File: config.mk
export PLATFORM = sky130hd
export DESIGN_NAME = uart_tx_word_arbiter
export DESIGN_NICKNAME = d
export VERILOG_FILES = /design/src/rtl/cpu_uart_pkg.sv /design/src/rtl/uart_tx_word_arbiter_rr_arb2.sv /design/src/rtl/uart_tx_word_arbiter.sv
export SDC_FILE = /design/constraint.sdc
export NUM_CORES = 1
export LEC_CHECK = 0
export ABC_AREA = 1
export BUFFER_PORTS_ARGS = -buffer_cell sky130_fd_sc_hd__buf_4
export CAP_MARGIN = 20
export CORE_ASPECT_RATIO = 1.1
export CORE_MARGIN = 2
export CORE_UTILIZATION = 50
export DETAILED_ROUTE_END_ITERATION = 10
export PLACE_DENSITY = 0.84
export SYNTH_ARGS = -nofsm -noshare
export SYNTH_HDL_FRONTEND = slang
export SYNTH_SLANG_ARGS = --single-unit
File: constraint.sdc
create_clock -name clk -period 2.25 [get_ports clk]
set_clock_uncertainty 0.2 [all_clocks]
set_input_delay 0.3375 -clock clk [delete_from_list [all_inputs] [get_ports clk]]
set_output_delay 0.3375 -clock clk [all_outputs]
set_load 0.02 [all_outputs]
File: src/rtl/cpu_uart_pkg.sv
// Shared types and widths for the CPU-side UART word paths.
package cpu_uart_pkg;

  localparam int unsigned WORD_W = 16;
  localparam int unsigned BYTE_W = 8;

  typedef enum logic [2:0] {
    ST_IDLE,
    ST_SEND_MSB,
    ST_WAIT_MSB,
    ST_SEND_LSB,
    ST_WAIT_LSB,
    ST_GAP
  } tx_arb_state_t;

endpackage

File: src/rtl/uart_tx_word_arbiter_rr_arb2.sv
// Two-input round-robin arbiter: on contention the requester that did not
// win last time is granted; a lone requester always wins.
module rr_arb2 (
  input  logic [1:0] valid,
  input  logic       last_grant,
  input  logic       enable,
  output logic [1:0] grant,
  output logic       grant_idx
);

  always_comb begin
    grant     = '0;
    grant_idx = 1'b0;
    if (valid == 2'b11) begin
      grant_idx = ~last_grant;
    end else begin
      grant_idx = valid[1];
    end
    if (enable && valid[grant_idx]) begin
      grant[grant_idx] = 1'b1;
    end
  end

endmodule

File: src/rtl/uart_tx_word_arbiter.sv
// Shares one UART transmitter between two 16-bit word producers, sending
// each granted word MSB byte first, with inter-word gap and per-byte timeout.
module uart_tx_word_arbiter
  import cpu_uart_pkg::*;
#(
  parameter int unsigned GAP_CYCLES     = 2,
  parameter int unsigned TIMEOUT_CYCLES = 20000
) (
  input  logic              clk,
  input  logic              reset,
  input  logic              req0_valid,
  input  logic [WORD_W-1:0] req0_data,
  output logic              req0_ready,
  input  logic              req1_valid,
  input  logic [WORD_W-1:0] req1_data,
  output logic              req1_ready,
  output logic [BYTE_W-1:0] TxData,
  output logic              TxStart,
  input  logic              TxBusy,
  input  logic              TxDone,
  output logic              busy,
  output logic              grant_id,
  output logic              err_timeout
);

  localparam int unsigned TW = $clog2(TIMEOUT_CYCLES + 1);
  localparam int unsigned GW = (GAP_CYCLES > 0) ? $clog2(GAP_CYCLES + 1) : 1;
  localparam logic [TW-1:0] TO_LAST  = TW'(TIMEOUT_CYCLES - 1);
  localparam logic [GW-1:0] GAP_LAST = GW'((GAP_CYCLES > 0) ? GAP_CYCLES - 1 : 0);
  localparam tx_arb_state_t POST_WORD = (GAP_CYCLES > 0) ? ST_GAP : ST_IDLE;

  tx_arb_state_t     state;
  logic              last_grant;
  logic [BYTE_W-1:0] lsb_byte;
  logic [TW-1:0]     tcnt;
  logic [GW-1:0]     gcnt;
  logic [1:0]        grant;
  logic              grant_idx;
  logic              arb_en;
  logic              send_st;
  logic              wait_st;
  logic [WORD_W-1:0] sel_word;

  // Gating with reset keeps both ready strobes low while reset is held.
  assign arb_en = (state == ST_IDLE) && reset;

  rr_arb2 u_arb (
    .valid      ({req1_valid, req0_valid}),
    .last_grant (last_grant),
    .enable     (arb_en),
    .grant      (grant),
    .grant_idx  (grant_idx)
  );

  assign send_st     = (state == ST_SEND_MSB) || (state == ST_SEND_LSB);
  assign wait_st     = (state == ST_WAIT_MSB) || (state == ST_WAIT_LSB);
  assign req0_ready  = grant[0];
  assign req1_ready  = grant[1];
  assign TxStart     = send_st && !TxBusy;
  assign busy        = (state != ST_IDLE);
  // TxDone in the last allowed cycle takes precedence over the timeout.
  assign err_timeout = wait_st && !TxDone && (tcnt == TO_LAST);
  assign sel_word    = grant_idx ? req1_data : req0_data;

  always_ff @(posedge clk or negedge reset) begin
    if (!reset) begin
      state      <= ST_IDLE;
      last_grant <= 1'b1;
      grant_id   <= 1'b0;
      TxData     <= '0;
      lsb_byte   <= '0;
      tcnt       <= '0;
      gcnt       <= '0;
    end else begin
      case (state)
        ST_IDLE: begin
          if (|grant) begin
            TxData     <= sel_word[WORD_W-1:BYTE_W];
            lsb_byte   <= sel_word[BYTE_W-1:0];
            grant_id   <= grant_idx;
            last_grant <= grant_idx;
            state      <= ST_SEND_MSB;
          end
        end
        ST_SEND_MSB, ST_SEND_LSB: begin
          if (!TxBusy) begin
            tcnt  <= '0;
            state <= (state == ST_SEND_MSB) ? ST_WAIT_MSB : ST_WAIT_LSB;
          end
        end
        ST_WAIT_MSB, ST_WAIT_LSB: begin
          if (TxDone) begin
            gcnt <= '0;
            if (state == ST_WAIT_MSB) begin
              TxData <= lsb_byte;
              state  <= ST_SEND_LSB;
            end else begin
              state  <= POST_WORD;
            end
          end else if (err_timeout) begin
            gcnt  <= '0;
            state <= POST_WORD;
          end else begin
            tcnt <= tcnt + 1'b1;
          end
        end
        ST_GAP: begin
          if (gcnt == GAP_LAST) begin
            state <= ST_IDLE;
          end else begin
            gcnt <= gcnt + 1'b1;
          end
        end
        default: state <= ST_IDLE;
      endcase
    end
  end

endmodule

==> impl_metrics.yaml, run 1 <==
synthesis:
  ys.flop_type: "dfrtp_1"
  netlist_instances: 337
  synthTopCellsByArea: "dfrtp_1 40%, nand2_1 21%, nand3_1 6.9%"
  ys_seq_area_share_pct: 40.8
  synth.avg_cell_area_um2: 6.92
  netlist_area_mm2: 0.00233
  ys_warn_count: 0
  syn_nets: 377
  yosysTopAreaCell: "dfrtp_1"
  yosys_register_bits: 38
  synth.distinct_cells: 25
  synthArstFlopShare_pct: 100
  synth_edf_count: 0
  synth_top_area_share_pct: 39.7
route:
  dr_wl_met3_um: 345
  wirelength_um: 5500
  first_iter_violations: 147
  wl_per_cell_um: 12.2
  ant_nets: 0
  dr_wl_met2_um: 2800
  viasPerCell: 5.10
  highest_layer: "met4"
  drcViolationCount: 0
  num_vias: 2302
  drt-met1-wl_um: 2320
  drt-pass1-iter-count: 6
setup_path:
  arrival_ps: 1610
  timing.rr.end: "tcnt[6]"
  rr_worst_depth: 7
  worstPathMaxFanout: 7
  r2r_slack_ps: 330
  cp-start-kind: "flip-flop"
  worstPathRequired_ps: 1710
  r2r-start: "state[2]"
  endpoint_kind: "primary output"
  path_class: "reg2out"
hold_path:
  min_to: "lsb_byte[5]"
  hp-start: "req0_data[5]"
  min_delay_path_depth: 3
  min_path_type: "in2reg"
timing:
  fin_crit_ps: 2140
  maxSlewViolCount: 0
  worst_pin_slew_ps: 490
  worst_slack_ps: 107
  setup_violations: 0
  slew_headroom_pct: 67.3
  final.period_utilization_pct: 95.3
  fmax_mhz: 467
  holdWs_ps: 51.0
  hold_violations: 0
clocking:
  htreeDepth: 2
  cts-buffers-inserted: 5
  clkSinkCount: 38
  root_buffer: "clkbuf_8"
  path_clk_slew_ps: 70
  cts.path.max_buffers: 2
  cts_tree: "built"
  clock_latency_ps: 280
floorplanning:
  die_w_um: 69.1
  core_region_area_mm2: 0.00455
  initial_utilization_pct: 51.2
  die_area_mm2: 0.00522
  die_h_um: 75.6
  io_pins: 52
  rows: 26
placement:
  dp_hpwl_um: 4110
  dpl_worst_slack_ps: 287
  gp_congestion: 0.855
  port_buffers: 51
global_routing:
  grt_max_degree: 39
  grt_pass1_wl_um: 9210
  grt_antenna_before_repair: 0
  grt_overflow_total: 0
  grt_pass1_vias: 2141
  grtUsageTotal_pct: 21.9
layout:
  antennaDiodeCount: 0
  drive_gt1_share_pct: 21.8
  synthToLayoutAreaGrowth_pct: 23.3
  nets: 434
flow_run:
  drv_cap: 0
outcome:
  outcome: "completed"
power:
  leakagePower_nw: 1.47
  peakVddDrop_v: 0.000668
  power.density_mw_per_mm2: 1020
-- Yosys cell counts, types with 3 or more instances --
cell type	instances
nor2_2	3
xor2_1	5
buf_2	4
nand2_1	129
dfrtp_1	37
nand2_2	4
o21ai_1	8
nand3_1	32
nand4_1	8
o21ai_0	22
nor2_1	42
nor2_4	3
inv_2	6
inv_1	19
-- what timing repair did --
item	4_1_cts	5_1_grt
cloned	0	0
endpoints found under the hold margin	37	0
resized for setup	0	4
hold buffers	1	0
pin swaps	1	0
setup endpoints to repair	1	2
setup buffers	1	0
-- routing by layer --
layer	global-route usage (%)	vias to the layer above
li1	-	1190
met5	0	-
met3	6.48	6
met2	39.9	61
met4	7.19	0
met1	25.3	1045
-- worst max-delay path, cell delays in order, from the launching register on --
cell	delay, ps
dfrtp_2	420
ha_1	220
nand3_2	130
nor2_1	120
nand2_1	110
nor3_1	150
buf_4	170
-- power by group --
| group | internal (mW) | total [mW] | leakage (nW) | switching, mW |
|---|---|---|---|---|
| Combinational | 0.525 | 1.43 | 0.934 | 0.901 |
| Clock | 0.220 | 0.451 | 0.0395 | 0.230 |
| Sequential | 0.901 | 1.06 | 0.493 | 0.158 |
| Total | 1.65 | 2.94 | 1.47 | 1.29 |
-- logic make-up after synthesis --
family | share of synthesized area [%]
flops | 40.8
buf+inv | 6.49
fa+ha+maj | 1.07
compound gates | 8.00
simple gates | 41.0
xor+xnor | 2.63
-- how the worst max path moves through the flow --
stage               slack, ps  startpoint           to  cells past startpoint
floorplan                 290     tcnt[0]  err_timeout                      5
global placement          360     tcnt[0]      tcnt[6]                      8
detailed placement        290     tcnt[0]      tcnt[6]                      8
CTS                        30     tcnt[0]  err_timeout                      6
global route               -3     tcnt[0]  err_timeout                      6
finish                    110     tcnt[0]  err_timeout                      6
-- state kept, by name, indices dropped and copies added (netlist names) --
| name | cells |
|---|---|
| tcnt | 15 |
| state | 3 |
| gcnt | 2 |
| last_grant | 1 |
| TxData | 8 |
| lsb_byte | 8 |
| grant_id | 1 |
-- through the flow --
step                      utilization, %  power, mW  cells  area, µm²  setup TNS, ps
after global placement              60.7       2.43    441       2760              0
after global routing                63.1       3.17    451       2870          -3.04
final                               63.1       2.94    451       2870              0
after floorplan                        -       2.05    337       2330              0
after detailed placement            60.7       2.46    441       2760              0
after CTS                           62.8       2.93    451       2860              0
-- placed cells by master, fill, tap and decap left out --
cell / n
nand2_1: 129
buf_4: 57
nor2_1: 42
dfrtp_1: 35
nand3_1: 31
o21ai_0: 22
inv_1: 19
o21ai_1: 8
nand4_1: 8
inv_2: 6
xor2_1: 5
clkbuf_8: 5
nor2_2: 3
nand2_2: 3
nor2_4: 3
clkbuf_1: 3
nand3_2: 2
xnor2_1: 2
ha_1: 2
dfrtp_2: 2
nor3_2: 1
nand2_4: 1
nor3_1: 1
o21bai_4: 1
a211o_1: 1
o21ai_2: 1
dlygate4sd3_1: 1
dfstp_2: 1
-- final cells by class --
type,count,area [µm²]
Clock buffer,8,80.1
Fill cell,418,1680
Inverter,25,93.8
Multi-Input combinational cell,266,1240
Sequential cell,38,955
Tap cell,56,70.1
Timing Repair Buffer,58,438
(Power assumes the default switching activity.)
==> inputs of run 2 (changes only) <==
--- a/config.mk
+++ b/config.mk
@@ -9,10 +9,10 @@
 export BUFFER_PORTS_ARGS = -buffer_cell sky130_fd_sc_hd__buf_4
 export CAP_MARGIN = 20
 export CORE_ASPECT_RATIO = 1.1
-export CORE_MARGIN = 2
-export CORE_UTILIZATION = 50
+export CORE_MARGIN = 5
+export CORE_UTILIZATION = 54
 export DETAILED_ROUTE_END_ITERATION = 10
-export PLACE_DENSITY = 0.84
+export PLACE_DENSITY = 0.89
 export SYNTH_ARGS = -nofsm -noshare
 export SYNTH_HDL_FRONTEND = slang
 export SYNTH_SLANG_ARGS = --single-unit
==> run 2 against run 1 <==
  * Count of clock-buffer cells in the layout decreased by 1
  * Critical path type unchanged
  * Utilization increased by 5.1 points
  * Wire length rose by 6.0%
  * Highest routed layer unchanged
  * Die area is 9.7% higher
==> impl_metrics.yaml, run 2 (synthesized netlist as in run 1, its figures left out) <==
power:
  leakagePower_nw: 1.49
  power.density_mw_per_mm2: 1040
  seq_power_share_pct: 35.5
  peakVddDrop_v: 0.000867
  clockPowerShare_pct: 16.0
  p_int_mw: 1.69
  swShare_pct: 43.7
  pwr-share-comb_pct: 48.5
  switchingPower_mw: 1.31
setup_path:
  path_cells: "nor2_2, nand2_2, nor3_2, inv_2, nor2_4, buf_4"
  cp-start-kind: "flip-flop"
  cp_num_buf_inv: 2
  crit_family: "simple AND/OR/NAND/NOR gates"
  arrival_ps: 1670
  endpoint_kind: "primary output"
  worst_path_max_delay_cell: "dfrtp_2"
  max_stage_delay_ps: 450
  setup.worst_path.start: "state[0]"
  worstPathRequired_ps: 1710
  worstPathMaxFanout: 11
  path_class: "reg2out"
  r2r-start: "tcnt[0]"
timing:
  worst_pin_slew_ps: 468
  hold_violations: 0
  slew_headroom_pct: 68.8
  maxSlewViolCount: 0
  final.period_utilization_pct: 97.9
  fmax_mhz: 454
  worst_slack_ps: 46.3
  holdWs_ps: 49.4
  fin_crit_ps: 2200
  setup_violations: 0
  setup_tns_ps: 0
placement:
  gp_congestion: 0.883
  dpl_worst_slack_ps: 277
  port_buffers: 51
  dp_hpwl_um: 4290
  placed_cell_area_mm2: 0.00275
global_routing:
  grt_max_degree: 39
  grtUsageTotal_pct: 20.7
  grt_overflow_total: 0
  grt_pass1_wl_um: 9520
  grt_pass1_vias: 2206
  grt_antenna_before_repair: 0
clocking:
  root_buffer: "clkbuf_8"
  clkSinkCount: 38
  clock_latency_ps: 290
  cts.path.max_buffers: 2
  cts-buffers-inserted: 5
  htreeDepth: 2
  cts_tree: "built"
  path_clk_slew_ps: 70
route:
  ant_nets: 0
  drcViolationCount: 0
  viasPerCell: 5.31
  num_vias: 2399
  wl_per_cell_um: 12.9
  drt-pass1-iter-count: 4
  wirelength_um: 5830
  first_iter_violations: 133
layout:
  synthToLayoutAreaGrowth_pct: 24.5
  reg_top3: "tcnt (15), TxData (8), lsb_byte (8)"
  antennaDiodeCount: 0
  largest_register_ffs: 15
  mostFrequentLayoutCells: "129 x nand2_1, 60 x buf_4, 42 x nor2_1"
  fillCellCount: 357
  multiInputGateArea_mm2: 0.00123
  nets: 437
  layout_commonest_cell: "nand2_1"
  ff_latch_area_um2: 956
  drive_gt1_share_pct: 23.1
  regMostFlops: "tcnt"
  finalInstanceArea_mm2: 0.00290
hold_path:
  hp-start: "req0_data[3]"
  min_path_type: "in2reg"
outcome:
  outcome: "completed"
flow_run:
  drv_cap: 0
floorplanning:
  die_area_mm2: 0.00573
  io_pins: 52
  rows: 25
  initial_utilization_pct: 54.8
  die_h_um: 78.9
  core_region_area_mm2: 0.00425
  die_w_um: 72.6
-- run 2: cell types whose count changed in the layout (fill, tap and decap cells not counted), sizes merged --
cell	delta
buf	+3
clkbuf	-1
clkinv	+1
-- run 2: final timing paths --
| kind | slack [ps] | end | cells after the start |
|---|---|---|---|
| min in group asynchronous | 440 | tcnt[11] | 3 |
| hold / removal | 50 | lsb_byte[3] | 3 |
| max in group asynchronous | 1060 | state[1] | 3 |
| setup reg to reg | 350 | gcnt[0] | 9 |
| hold reg to reg | 270 | last_grant | 2 |
| setup / recovery | 50 | req0_ready | 6 |
-- run 2: per-stage QoR --
step                      total power, mW  util [%]  std cells
after global placement               2.42      64.7        438
after global routing                 3.24      68.2        452
after detailed placement             2.47      64.7        438
after CTS                            2.96      67.1        447
after floorplan                      2.05         -        337
final                                3.00      68.2        452
-- run 2: what timing repair did --
action,CTS,global route
resized for setup,0,4
endpoints found under the setup margin,0,3
hold endpoints to repair,37,0
buffers inserted,0,5
hold buffers,1,0
-- run 2: area by class of cell --
cell class / instances / share of cell area, %
timing repair buffer: 61 / 15.9
tap: 54 / 2.33
inverter: 25 / 3.23
clock buffer: 7 / 2.98
sequential: 38 / 32.9
clock inverter: 1 / 0.172
multi-input combinational: 266 / 42.5
-- run 2: power groups by stage --
stage,clock network [mW],registers (mW),logic (mW)
floorplan,0,1.11,0.938
global placement,0,1.06,1.36
detailed placement,0,1.07,1.40
CTS,0.488,1.06,1.41
global route,0.523,1.09,1.62
finish,0.481,1.07,1.46
-- run 2: per-layer routing --
| metal | vias to the layer above | track usage [%] | part of all wire, % |
|---|---|---|---|
| met1 | 1105 | 24.7 | 40 |
| met2 | 90 | 35.1 | 51 |
| met3 | 12 | 6.58 | 7.7 |
| li1 | 1192 | - | - |
| met5 | - | 0 | 0 |
| met4 | 0 | 6.83 | 1.7 |
-- run 2: worst register-to-register path, stage by stage, from the launching register on --
cell     delay, ps
dfrtp_2        400
ha_1           190
nand3_1        160
nor2_1         140
nand2_1        120
nand2_2        160
buf_4          230
o21ai_2         80
nand2_1         70
nand2_1         50
==> inputs of run 3 (changes only) <==
--- a/config.mk
+++ b/config.mk
@@ -8,11 +8,13 @@
 export ABC_AREA = 1
 export BUFFER_PORTS_ARGS = -buffer_cell sky130_fd_sc_hd__buf_4
 export CAP_MARGIN = 20
+export CELL_PAD_IN_SITES_DETAIL_PLACEMENT = 1
+export CELL_PAD_IN_SITES_GLOBAL_PLACEMENT = 1
 export CORE_ASPECT_RATIO = 1.1
 export CORE_MARGIN = 5
-export CORE_UTILIZATION = 54
+export CORE_UTILIZATION = 38
 export DETAILED_ROUTE_END_ITERATION = 10
-export PLACE_DENSITY = 0.89
+export PLACE_DENSITY = 0.88
 export SYNTH_ARGS = -nofsm -noshare
 export SYNTH_HDL_FRONTEND = slang
 export SYNTH_SLANG_ARGS = --single-unit
==> run 3 against run 2 <==
  * Maximum frequency up 1.4%
  * Die area up 36%
  * Non-clock buffer count down 2
  * First-iteration DRC count down 44%
  * Power up 0.85%
  * Via count about the same
  * Worst hold slack worse by 2.0 ps
  * Largest cell class unchanged
  * Register-to-register slack worse by 80 ps
  * Count of clock-buffer cells in the layout unchanged
  * Flip-flop and latch count unchanged
  * Cell area up 1.1%
  * Clock power up 3%
==> impl_metrics.yaml, run 3 (synthesized netlist as in run 1, its figures left out) <==
route:
  drt-pass1-iter-count: 6
  drcViolationCount: 0
  num_vias: 2398
  viasPerCell: 5.04
  wirelength_um: 6840
  wl_per_cell_um: 14.4
  first_iter_violations: 74
  ant_nets: 0
timing:
  worst_pin_slew_ps: 505
  rsz0062_at_grt: "yes"
  worst_slack_ps: 76.0
  setup_violations: 0
  setup_tns_ps: 0
  holdWs_ps: 47.4
  fin_crit_ps: 2170
  maxSlewViolCount: 0
  slew_headroom_pct: 66.4
  hold_violations: 0
  final.period_utilization_pct: 96.6
  fmax_mhz: 460
placement:
  gp_congestion: 0.815
  dpl_worst_slack_ps: 123
  port_buffers: 51
  dp_cells: 466
  dp_hpwl_um: 5400
power:
  power.density_mw_per_mm2: 1030
  p_int_mw: 1.69
  leakagePower_nw: 1.48
  pwr-share-comb_pct: 48.5
  swShare_pct: 44.3
  seq_power_share_pct: 35.1
  peakVddDrop_v: 0.000552
  switchingPower_mw: 1.34
  finalPower_mw: 3.03
  clockPowerShare_pct: 16.4
setup_path:
  crit_family: "simple AND/OR/NAND/NOR gates"
  arrival_ps: 1640
  path_class: "reg2out"
  worst_path_max_delay_cell: "dfrtp_1"
  worstPathRequired_ps: 1710
  path_cells: "nor2_2, nand2_2, nor3_2, nand2_1, inv_4, buf_4"
  endpoint_kind: "primary output"
  cp_num_buf_inv: 2
  cp-start-kind: "flip-flop"
  worstPathMaxFanout: 9
  max_stage_delay_ps: 450
global_routing:
  grt_pass1_vias: 2594
  grt_max_degree: 39
  grt_overflow_total: 0
  grtUsageTotal_pct: 18.2
  grt_antenna_before_repair: 0
  grt_pass1_wl_um: 11700
layout:
  ff_latch_area_um2: 955
  multiInputGateArea_mm2: 0.00124
  regMostFlops: "tcnt"
  nets: 435
  mostFrequentLayoutCells: "128 x nand2_1, 58 x buf_4, 41 x nor2_1"
  layout_commonest_cell: "nand2_1"
  largest_register_ffs: 15
  fillCellCount: 822
  antennaDiodeCount: 0
  drive_gt1_share_pct: 23.5
  synthToLayoutAreaGrowth_pct: 25.8
  final_cells: 476
  reg_top3: "tcnt (15), TxData (8), lsb_byte (8)"
floorplanning:
  initial_utilization_pct: 38.3
  core_region_area_mm2: 0.00608
  rows: 30
  io_pins: 52
  die_h_um: 92.1
  die_area_mm2: 0.00780
  die_w_um: 84.7
clocking:
  cts_tree: "built"
  clkSinkCount: 38
  cts-buffers-inserted: 5
  path_clk_slew_ps: 70
  cts.path.max_buffers: 2
  htreeDepth: 2
  root_buffer: "clkbuf_8"
  clock_latency_ps: 300
hold_path:
  min_path_type: "in2reg"
flow_run:
  drv_cap: 0
outcome:
  outcome: "completed"
-- run 3: what timing repair did --
action / in CTS / in global routing
gates resized for setup: 4 / 4
endpoints found under the hold margin: 37 / 0
setup endpoints to repair: 1 / 3
hold buffers: 1 / 0
buffers inserted: 1 / 0
-- run 3: final timing paths --
check                              end  cells past startpoint          from  slack [ps]
setup / recovery            req1_ready                      6      state[0]          80
hold / removal             lsb_byte[2]                      3  req0_data[2]          50
setup reg to reg              state[2]                      9       tcnt[1]         270
hold reg to reg             last_grant                      2    last_grant         290
max in group asynchronous     state[1]                      3         reset        1020
min in group asynchronous    TxData[6]                      3         reset         450
-- run 3: metrics by stage --
step	instance area [µm²]	util (%)
6_report	2930	48.2
5_1_grt	2930	48.2
4_1_cts	2920	48.1
3_5_place_dp	2800	46.1
3_3_place_gp	2800	46.1
2_1_floorplan	2330	-
-- run 3: layer usage --
layer  vias to the layer above  routed length [µm]  global-route usage [%]
met5                         -                   0                       0
met1                      1142                2780                    19.6
li1                       1193                   -                       -
met3                        13                 347                    4.58
met2                        50                3600                    34.8
met4                         0                 120                    4.88
-- run 3: cell type report --
type	instances	share of cell area [%]
Multi-Input combinational cell	266	42.4
Clock inverter	1	0.171
Tap cell	80	3.41
Sequential cell	38	32.6
Timing Repair Buffer	59	15.2
Inverter	25	3.28
Clock buffer	7	2.94
-- run 3: power groups by stage --
stage	Clock [mW]	Sequential (mW)	Combinational [mW]
2_1_floorplan	0	1.11	0.938
3_3_place_gp	0	1.07	1.39
3_5_place_dp	0	1.08	1.45
4_1_cts	0.503	1.06	1.49
5_1_grt	0.534	1.09	1.64
6_report	0.497	1.06	1.47
-- run 3: worst min-delay path: stages --
cell and delay [ps]:
buf_4 70, nand2_1 40, nand3_1 60
